--- src/rtl/jtbubl_prog_loader.sv ---
// Turns the byte-wide ioctl ROM download into paced SDRAM programming writes
// (through a 2-entry queue) and one-cycle PROM write strobes. Flags the Tokio set.
module jtbubl_prog_loader #(
  parameter logic [24:0] PROM_START = 25'hC_0000,
  parameter int          AW         = 22
) (
  input  logic          clk,
  input  logic          rstn,
  input  logic          downloading,
  input  logic [24:0]   ioctl_addr,
  input  logic [7:0]    ioctl_dout,
  input  logic          ioctl_wr,
  input  logic          sdram_ack,
  output logic [AW-1:0] prog_addr,
  output logic [7:0]    prog_data,
  output logic [1:0]    prog_mask,
  output logic          prog_we,
  output logic          prom_we,
  output logic          tokio,
  output logic          dwnld_busy,
  output logic          ovf,
  output logic [1:0]    fsm_state
);

  // Handshake: prog_we is a level request that holds address/data/mask stable;
  // the write completes on the clock edge where prog_we and sdram_ack are both high.
  typedef enum logic [1:0] {IDLE = 2'd0, REQ = 2'd1, GAP = 2'd2} state_t;

  localparam int EW = AW + 9;  // {word address, byte select, data}

  state_t        state;
  logic [EW-1:0] fifo_mem [2];
  logic          wr_ptr;
  logic          rd_ptr;
  logic [1:0]    count;
  logic          dl_d;
  logic          prom_pend;
  logic [AW-1:0] pend_addr;
  logic [7:0]    pend_data;

  logic          wr_en;
  logic          is_prom;
  logic          sd_req;
  logic          full;
  logic          pop;
  logic          push;
  logic          drop;
  logic          prom_new;
  logic          prom_block;
  logic [AW-1:0] prom_off;
  logic [EW-1:0] new_entry;
  logic [EW-1:0] head;

  always_comb begin
    wr_en      = ioctl_wr & downloading;
    is_prom    = ioctl_addr >= PROM_START;
    sd_req     = wr_en & ~is_prom;
    prom_new   = wr_en & is_prom;
    full       = count == 2'd2;
    pop        = (state == IDLE) && (count != 2'd0);
    // A full queue still accepts a byte on the same edge its head is popped.
    push       = sd_req & (~full | pop);
    drop       = sd_req & full & ~pop;
    // PROM strobes must not disturb prog_addr/prog_data while an SDRAM write owns them.
    prom_block = (state == REQ) | pop;
    prom_off   = AW'(ioctl_addr - PROM_START);
    new_entry  = {ioctl_addr[AW:1], ioctl_addr[0], ioctl_dout};
    head       = fifo_mem[rd_ptr];
  end

  assign dwnld_busy = dl_d | (count != 2'd0) | (state != IDLE) | prom_pend;
  assign fsm_state  = state;

  always_ff @(posedge clk or negedge rstn) begin
    if (!rstn) begin
      state       <= IDLE;
      fifo_mem[0] <= '0;
      fifo_mem[1] <= '0;
      wr_ptr      <= 1'b0;
      rd_ptr      <= 1'b0;
      count       <= 2'd0;
      dl_d        <= 1'b0;
      prom_pend   <= 1'b0;
      pend_addr   <= '0;
      pend_data   <= 8'd0;
      prog_addr   <= '0;
      prog_data   <= 8'd0;
      prog_mask   <= 2'd0;
      prog_we     <= 1'b0;
      prom_we     <= 1'b0;
      tokio       <= 1'b0;
      ovf         <= 1'b0;
    end else begin
      prom_we <= 1'b0;
      dl_d    <= downloading;

      if (push) begin
        fifo_mem[wr_ptr] <= new_entry;
        wr_ptr           <= ~wr_ptr;
      end
      if (pop) rd_ptr <= ~rd_ptr;
      case ({push, pop})
        2'b10:   count <= count + 2'd1;
        2'b01:   count <= count - 2'd1;
        default: ;
      endcase

      if (downloading && !dl_d) ovf <= 1'b0;
      if (drop) ovf <= 1'b1;

      if (wr_en && ioctl_addr == 25'd0) tokio <= (ioctl_dout == 8'h7e);

      case (state)
        IDLE: if (pop) begin
          prog_addr <= head[EW-1:9];
          prog_data <= head[7:0];
          prog_mask <= head[8] ? 2'b01 : 2'b10;
          prog_we   <= 1'b1;
          state     <= REQ;
        end
        REQ: if (sdram_ack) begin
          prog_we <= 1'b0;
          state   <= GAP;
        end
        GAP:     state <= IDLE;
        default: state <= IDLE;
      endcase

      // A held PROM byte always goes out before a newer one to keep PROM order.
      if (!prom_block) begin
        if (prom_pend) begin
          prom_we   <= 1'b1;
          prog_addr <= pend_addr;
          prog_data <= pend_data;
          prom_pend <= prom_new;
          if (prom_new) begin
            pend_addr <= prom_off;
            pend_data <= ioctl_dout;
          end
        end else if (prom_new) begin
          prom_we   <= 1'b1;
          prog_addr <= prom_off;
          prog_data <= ioctl_dout;
        end
      end else if (prom_new && !prom_pend) begin
        prom_pend <= 1'b1;
        pend_addr <= prom_off;
        pend_data <= ioctl_dout;
      end
    end
  end

endmodule

--- config.mk ---
export PLATFORM = sky130hd
export DESIGN_NAME = jtbubl_prog_loader
export DESIGN_NICKNAME = d
export VERILOG_FILES = /design/src/rtl/jtbubl_prog_loader.sv
export SDC_FILE = /design/constraint.sdc
export NUM_CORES = 1
export LEC_CHECK = 0
export ABC_CLOCK_PERIOD_IN_PS = 5600
export BUFFER_PORTS_ARGS = -buffer_cell sky130_fd_sc_hd__buf_4
export CAP_MARGIN = 10
export CORE_MARGIN = 2
export CORE_UTILIZATION = 26
export CTS_BUF_LIST = sky130_fd_sc_hd__clkbuf_2
export DETAILED_ROUTE_END_ITERATION = 16
export HOLD_SLACK_MARGIN = 0.15
export PLACE_DENSITY_LB_ADDON = 0.05
export SYNTH_ARGS = -nofsm -noshare
export SYNTH_HDL_FRONTEND = slang
export SYNTH_SLANG_ARGS = --single-unit
--- constraint.sdc ---
create_clock -name clk -period 5.6 [get_ports clk]
set_input_delay 0.28 -clock clk [delete_from_list [all_inputs] [get_ports clk]]
set_output_delay 0.28 -clock clk [all_outputs]
set_load 0.02 [all_outputs]
==> run metrics, run 1 <==
outcome complete, no violations; CTS buffer count 17; FMAX 0.302 GHz; synth unique cells 45; DP HPWL 10200 um; final period utilization 0.591; commonest non-fill, non-tap cell in the layout dfrtp_1; crit path cell chain dlygate4sd3_1, buf_4, or4_4, dlygate4sd3_1, a2111oi_4, o21ai_2, nor3_4, buf_4, mux2_1; Hold Path Class input port to flip-flop; RSZ-0062 raised after global routing no; Core Box Area 22800 um2; Rows 55; Die Y 157 um; FILL cells 2354; I/O Buffers 76; Min Hold Slack 256 ps; Top delay family on crit path buffers and inverters; Sum Neg Setup Slack 0 ps; io pins 77; Post-synth ARST share 1.00; Power per Cell Area 289 nW/um2; Syn Area/Cell around 12 um2; drt first-iter violations roughly 190; EDFF count, synth 0; Synth-to-Final Area Change 25.9%; Critical Path Fanout Max 32; Post-synth top flop dfrtp_1; Synth Warn # 0; Worst slew margin 0.271; wire per inst 17.8 um; gr ovfl total 0; DRC 0; Die ar. 24500 um2; Seq/Total Area, Yosys 0.562; max-cap violation count 0; cell count after synthesis approximately 500; Nets 656; Crit path required time approximately 6000 ps; vias in the first global route around 4700; Crit-path slowest cell dlygate4sd3_1; gp weighted congestion 0.711; leakage 3.50 nW; DR pass1 iterations 4; Starting Density 0.266; area post-placement 6990 um2; Worst setup EP type flip-flop; Clock transition at path regs 220 ps; syn_nets 543; Post-Place Worst Slack 2250 ps; Crit path buffers/inverters 4; Worst-Skew Late Latency 690 ps; Vias 4351; setup violators final 0; first-pass GRT wire length 26700 um; initial antenna violation count 1; final worst setup slack about 2300 ps; Arr. time, crit path approximately 3900 ps; CTS Sinks around 140; H-tree Lvls 4; root buffer cell clkbuf_2; CP Launch Type input port; most frequent cells in the layout dfrtp_1 (135), buf_4 (84), mux2_2 (62); synthesized area 6060 um2; Tmin final about 3300 ps; Yosys reg bits 136; cts hold-fix bufs 38; detailed-route wire length 16800 um; crit path kind input port to flip-flop; Multi-input gate area 2490 um2; antenna-violating nets left 0; share of layout cells above drive strength 1 0.299; TritonCTS clock tree yes; total power around 0.0022 W; Die Width about 160 um; sequential cell area 3400 um2; CTS max path bufs 2; PostCTS Resize Cnt 0; global-route usage over all layers 0.145; skew final around 38 ps; postcts setup bufs 0; fin. max-slew vios 0; max incr delay on CP between 600 and 700 ps; largest net degree at the start of global routing 88; final hold viol count 0; Max IR drop VDD 104 uV; post-route cell area 7620 um2; DR vias/cell 4.62; worst slew pin tran 1090 ps
final cells by class:
cell class | instances | area share
diodes | 1 | 0.000328
repair buffers | 123 | 0.134
well taps | 313 | 0.0514
clock buffers | 18 | 0.0118
multi-input cells | 321 | 0.327
flip-flops and latches | 136 | 0.447
inverters | 17 | 0.00837
clock inverters | 13 | 0.0205
path summary, 6_finish.rpt:
path	slack, ps	to	cells past startpoint	from
max in group asynchronous	3560	rd_ptr	4	rstn
worst max register to register	2530	pend_addr[3]	7	count[0]
worst max-delay path	2290	fifo_mem[42]	9	ioctl_addr[21]
worst min register to register	500	prog_data[2]	2	pend_data[2]
worst min-delay path	260	ovf	5	ioctl_wr
min in group asynchronous	750	ovf	3	rstn
where the power goes:
group          switching [W]  total, W  internal, W
logic               0.000179  0.000380     0.000201
registers          0.0000964   0.00119      0.00110
clock network       0.000381  0.000626     0.000244
per-layer routing:
layer,track usage,vias to the layer above,share of wire
li1,-,2033,-
met1,0.198,2238,0.49
met2,0.236,69,0.48
met3,0.0280,11,0.027
met4,0.0419,0,0.011
met5,0,-,0
metrics by stage:
step,utilization,cells
after floorplan,-,503
after global placement,0.307,872
after detailed placement,0.307,872
after CTS,0.335,941
after global routing,0.335,942
final,0.335,942
worst register-to-register path: stages, from the launching register on:
cell	delay [ps]
dfrtp_1	540
nor3_1	350
nor2_1	140
nor2_2	100
buf_4	400
o21a_1	610
buf_4	430
mux2_2	390
synthesized netlist by cell type (all sizes together) (3+ instances only):
master	instances	area share
nor3	6	0.0068
nor2	35	0.022
nand3	3	0.0025
o21ai	30	0.025
and2	5	0.0052
nor4	7	0.0072
o221ai	10	0.014
mux2i	30	0.050
a21oi	33	0.028
dfrtp	136	0.56
nand2	21	0.013
a22oi	18	0.022
buf	11	0.010
clkbuf	18	0.011
inv	17	0.011
mux2	86	0.16
nor2b	5	0.0052
and3	3	0.0031
cell families after synthesis:
group	Yosys count	synth area share
muxes	116	0.209
DFF	136	0.562
AOI/OAI and AO/OA	104	0.111
and+or+nand+nor	95	0.0762
adders and majority gates	3	0.00578
buffers and inverters	46	0.0318
xor gates and xnor gates	3	0.00434
sequential cells by signal, indices dropped and copies added (netlist names):
| signal | cells |
|---|---|
| fifo_mem | 62 |
| pend_addr | 22 |
| prog_addr | 22 |
| pend_data | 8 |
| prog_data | 8 |
| count | 2 |
| fsm_state | 2 |
| prog_mask | 2 |
| dl_d | 1 |
| ovf | 1 |
| prog_we | 1 |
| prom_pend | 1 |
| prom_we | 1 |
| rd_ptr | 1 |
| tokio | 1 |
| wr_ptr | 1 |
No activity file was read; power rests on OpenSTA's default activity.
==> run 2, diff against run 1 <==
--- a/config.mk
+++ b/config.mk
@@ -5,7 +5,7 @@
 export SDC_FILE = /design/constraint.sdc
 export NUM_CORES = 1
 export LEC_CHECK = 0
-export ABC_CLOCK_PERIOD_IN_PS = 5600
+export ABC_CLOCK_PERIOD_IN_PS = 3100
 export BUFFER_PORTS_ARGS = -buffer_cell sky130_fd_sc_hd__buf_4
 export CAP_MARGIN = 10
 export CORE_MARGIN = 2
==> constraint.sdc (replaced) <==
create_clock -name clk -period 3.1 [get_ports clk]
set_input_delay 0.155 -clock clk [delete_from_list [all_inputs] [get_ports clk]]
set_output_delay 0.155 -clock clk [all_outputs]
set_load 0.02 [all_outputs]
==> run 2 against run 1 <==
  * Setup slack worse by 2200 ps
  * Sequential cell count unchanged
  * Register-to-register slack lost 1700 ps
  * Non-clock buffer count grew 10
  * Clock power increased by 49%
  * Critical path type unchanged
  * Highest routed layer unchanged
==> run metrics, run 2 (synthesized netlist as in run 1, its figures left out) <==
CTS max path bufs 2 (unchanged); Max IR drop VDD 206 uV (was 104 uV); Vias 4336 (was 4351); gr ovfl total 0 (unchanged); vias in the first global route 4508 (was 4661); Rows 55 (unchanged); Die Width 157 um (unchanged); most frequent cells in the layout dfrtp_1 (135), buf_4 (87), mux2_2 (62) (was dfrtp_1 (135), buf_4 (84), mux2_2 (62)); PostCTS Resize Cnt 0 (unchanged); outcome complete, no violations (unchanged); flop2flop setup slack 840 ps (was 2530 ps); Crit path required time 3670 ps (was 6160 ps); DRC 0 (unchanged); first-pass GRT wire length 26200 um (was 26700 um); skew final 25.5 ps (was 38.2 ps); Power per Cell Area 494 nW/um2 (was 289 nW/um2); leakage 3.57 nW (was 3.50 nW); final period utilization 0.968; Sum Neg Setup Slack 0 ps (unchanged); Hold Path Sink fsm_state[0] (was ovf); H-tree Lvls 4 (unchanged); Largest regs fifo_mem (62), pend_addr (22), prog_addr (22) (unchanged); sequential cell area 3400 um2 (unchanged); area post-placement 7080 um2 (was 6990 um2); placed cell count 878 (was 872); Reg-to-Reg Start count[1] (was count[0]); crit path kind input port to flip-flop (unchanged); Nets 666 (was 656); TritonCTS clock tree yes (unchanged); share of layout cells above drive strength 1 0.304 (was 0.299); Reg with most FFs fifo_mem (unchanged); gp weighted congestion 0.732 (was 0.711); DR vias/cell 4.55 (was 4.62); Worst slew margin 0.384 (was 0.271); RSZ-0062 raised after global routing no (unchanged); Starting Density 0.266 (unchanged); Core Box Area 22800 um2 (unchanged); setup violators final 0 (unchanged); Synth-to-Final Area Change 27.1% (was 25.9%); Hold Path Class input port to flip-flop (unchanged); worst slew pin tran 920 ps (was 1090 ps); hold depth 3 (was 5); initial antenna violation count 1 (unchanged); Clock transition at path regs 200 ps (was 220 ps); global-route usage over all layers 0.143 (was 0.145); fin. max-slew vios 0 (unchanged); Multi-input gate area 2490 um2 (unchanged); reg2reg end fifo_mem[3] (was pend_addr[3]); Setup crit start ioctl_addr[21] (unchanged); Die Y 157 um (unchanged); postcts setup bufs 0 (unchanged); I/O Buffers 76 (unchanged); Largest register FFs 62 (unchanged); largest net degree at the start of global routing 77 (was 88); Worst setup EP type flip-flop (unchanged); post-route cell area 7700 um2 (was 7620 um2); final non-filler cell total 952 (was 942); FMAX roughly 0.33 GHz; final hold viol count 0 (unchanged); CP Launch Type input port (unchanged); Worst R2R Path Depth 6 (was 7); Worst-Skew Late Latency 660 ps (was 690 ps); Tmin final 3000 ps; io pins 77 (unchanged); Die ar. 24500 um2 (unchanged); detailed-route wire length 16500 um (was 16800 um); CTS Sinks 136 (unchanged); FILL cells 2336 (was 2354); DR pass1 iterations 4 (unchanged); drt first-iter violations 211 (was 191); Worst Hold Launch sdram_ack (was ioctl_wr); cts hold-fix bufs 42 (was 38); max-cap violation count 0 (unchanged); CTS buffer count 17 (unchanged); DP HPWL 10400 um (was 10200 um); antenna-violating nets left 0 (unchanged); commonest non-fill, non-tap cell in the layout dfrtp_1 (unchanged); Arr. time, crit path 3570 ps (was 3870 ps); wire per inst 17.4 um (was 17.8 um); root buffer cell clkbuf_2 (unchanged); Critical Path Fanout Max 33 (was 32)
-- run 2: worst max path at each step --
stage | to | slack, ps | cells past startpoint
after floorplan | fifo_mem[33] | 980 | 6
after global placement | fifo_mem[57] | 470 | 7
after detailed placement | fifo_mem[32] | 460 | 7
after CTS | fifo_mem[57] | 190 | 9
after global routing | fifo_mem[34] | 100 | 9
final | fifo_mem[3] | 100 | 9
-- run 2: where the power goes --
| part | leakage (nW) | switching (W) | total (W) | internal (W) |
|---|---|---|---|---|
| registers | 1.80 | 0.000148 | 0.00213 | 0.00198 |
| clock network | 0.128 | 0.000653 | 0.000934 | 0.000281 |
| logic | 1.64 | 0.000356 | 0.000736 | 0.000380 |
| total | 3.57 | 0.00116 | 0.00380 | 0.00265 |
-- run 2: area by class of cell --
| cell class | count | area share |
|---|---|---|
| flip-flops and latches | 136 | 0.442 |
| multi-input cells | 321 | 0.324 |
| repair buffers | 133 | 0.151 |
| well taps | 313 | 0.0509 |
| clock buffers | 20 | 0.0130 |
| clock inverters | 11 | 0.0109 |
| inverters | 17 | 0.00829 |
| diodes | 1 | 0.000325 |
-- run 2: layer usage --
layer | vias up | track usage | wire, um
met5 | - | 0 | 0
met4 | 0 | 0.0328 | 138
met3 | 7 | 0.0327 | 511
met2 | 67 | 0.226 | 7740
met1 | 2206 | 0.198 | 8150
li1 | 2056 | - | -
-- run 2: per-stage QoR --
stage / worst slack [ps] / util / hold WS [ps] / total power, W
after CTS: 190 / 0.338 / 154 / 0.00389
final: 101 / 0.338 / 243 / 0.00380
after global routing: 104 / 0.338 / 157 / 0.00405
after detailed placement: 463 / 0.311 / 265 / 0.00288
after floorplan: 975 / - / -141 / 0.00253
after global placement: 472 / 0.311 / 256 / 0.00286
-- run 2: worst max-delay path, cell delays in order --
cell and delay [ps]:
dlygate4sd3_1 540, buf_4 140, or4_4 540, a2111oi_4 310, dlygate4sd3_1 670, o2111ai_4 150
buf_12 210, mux2_2 280, dlygate4sd3_1 550
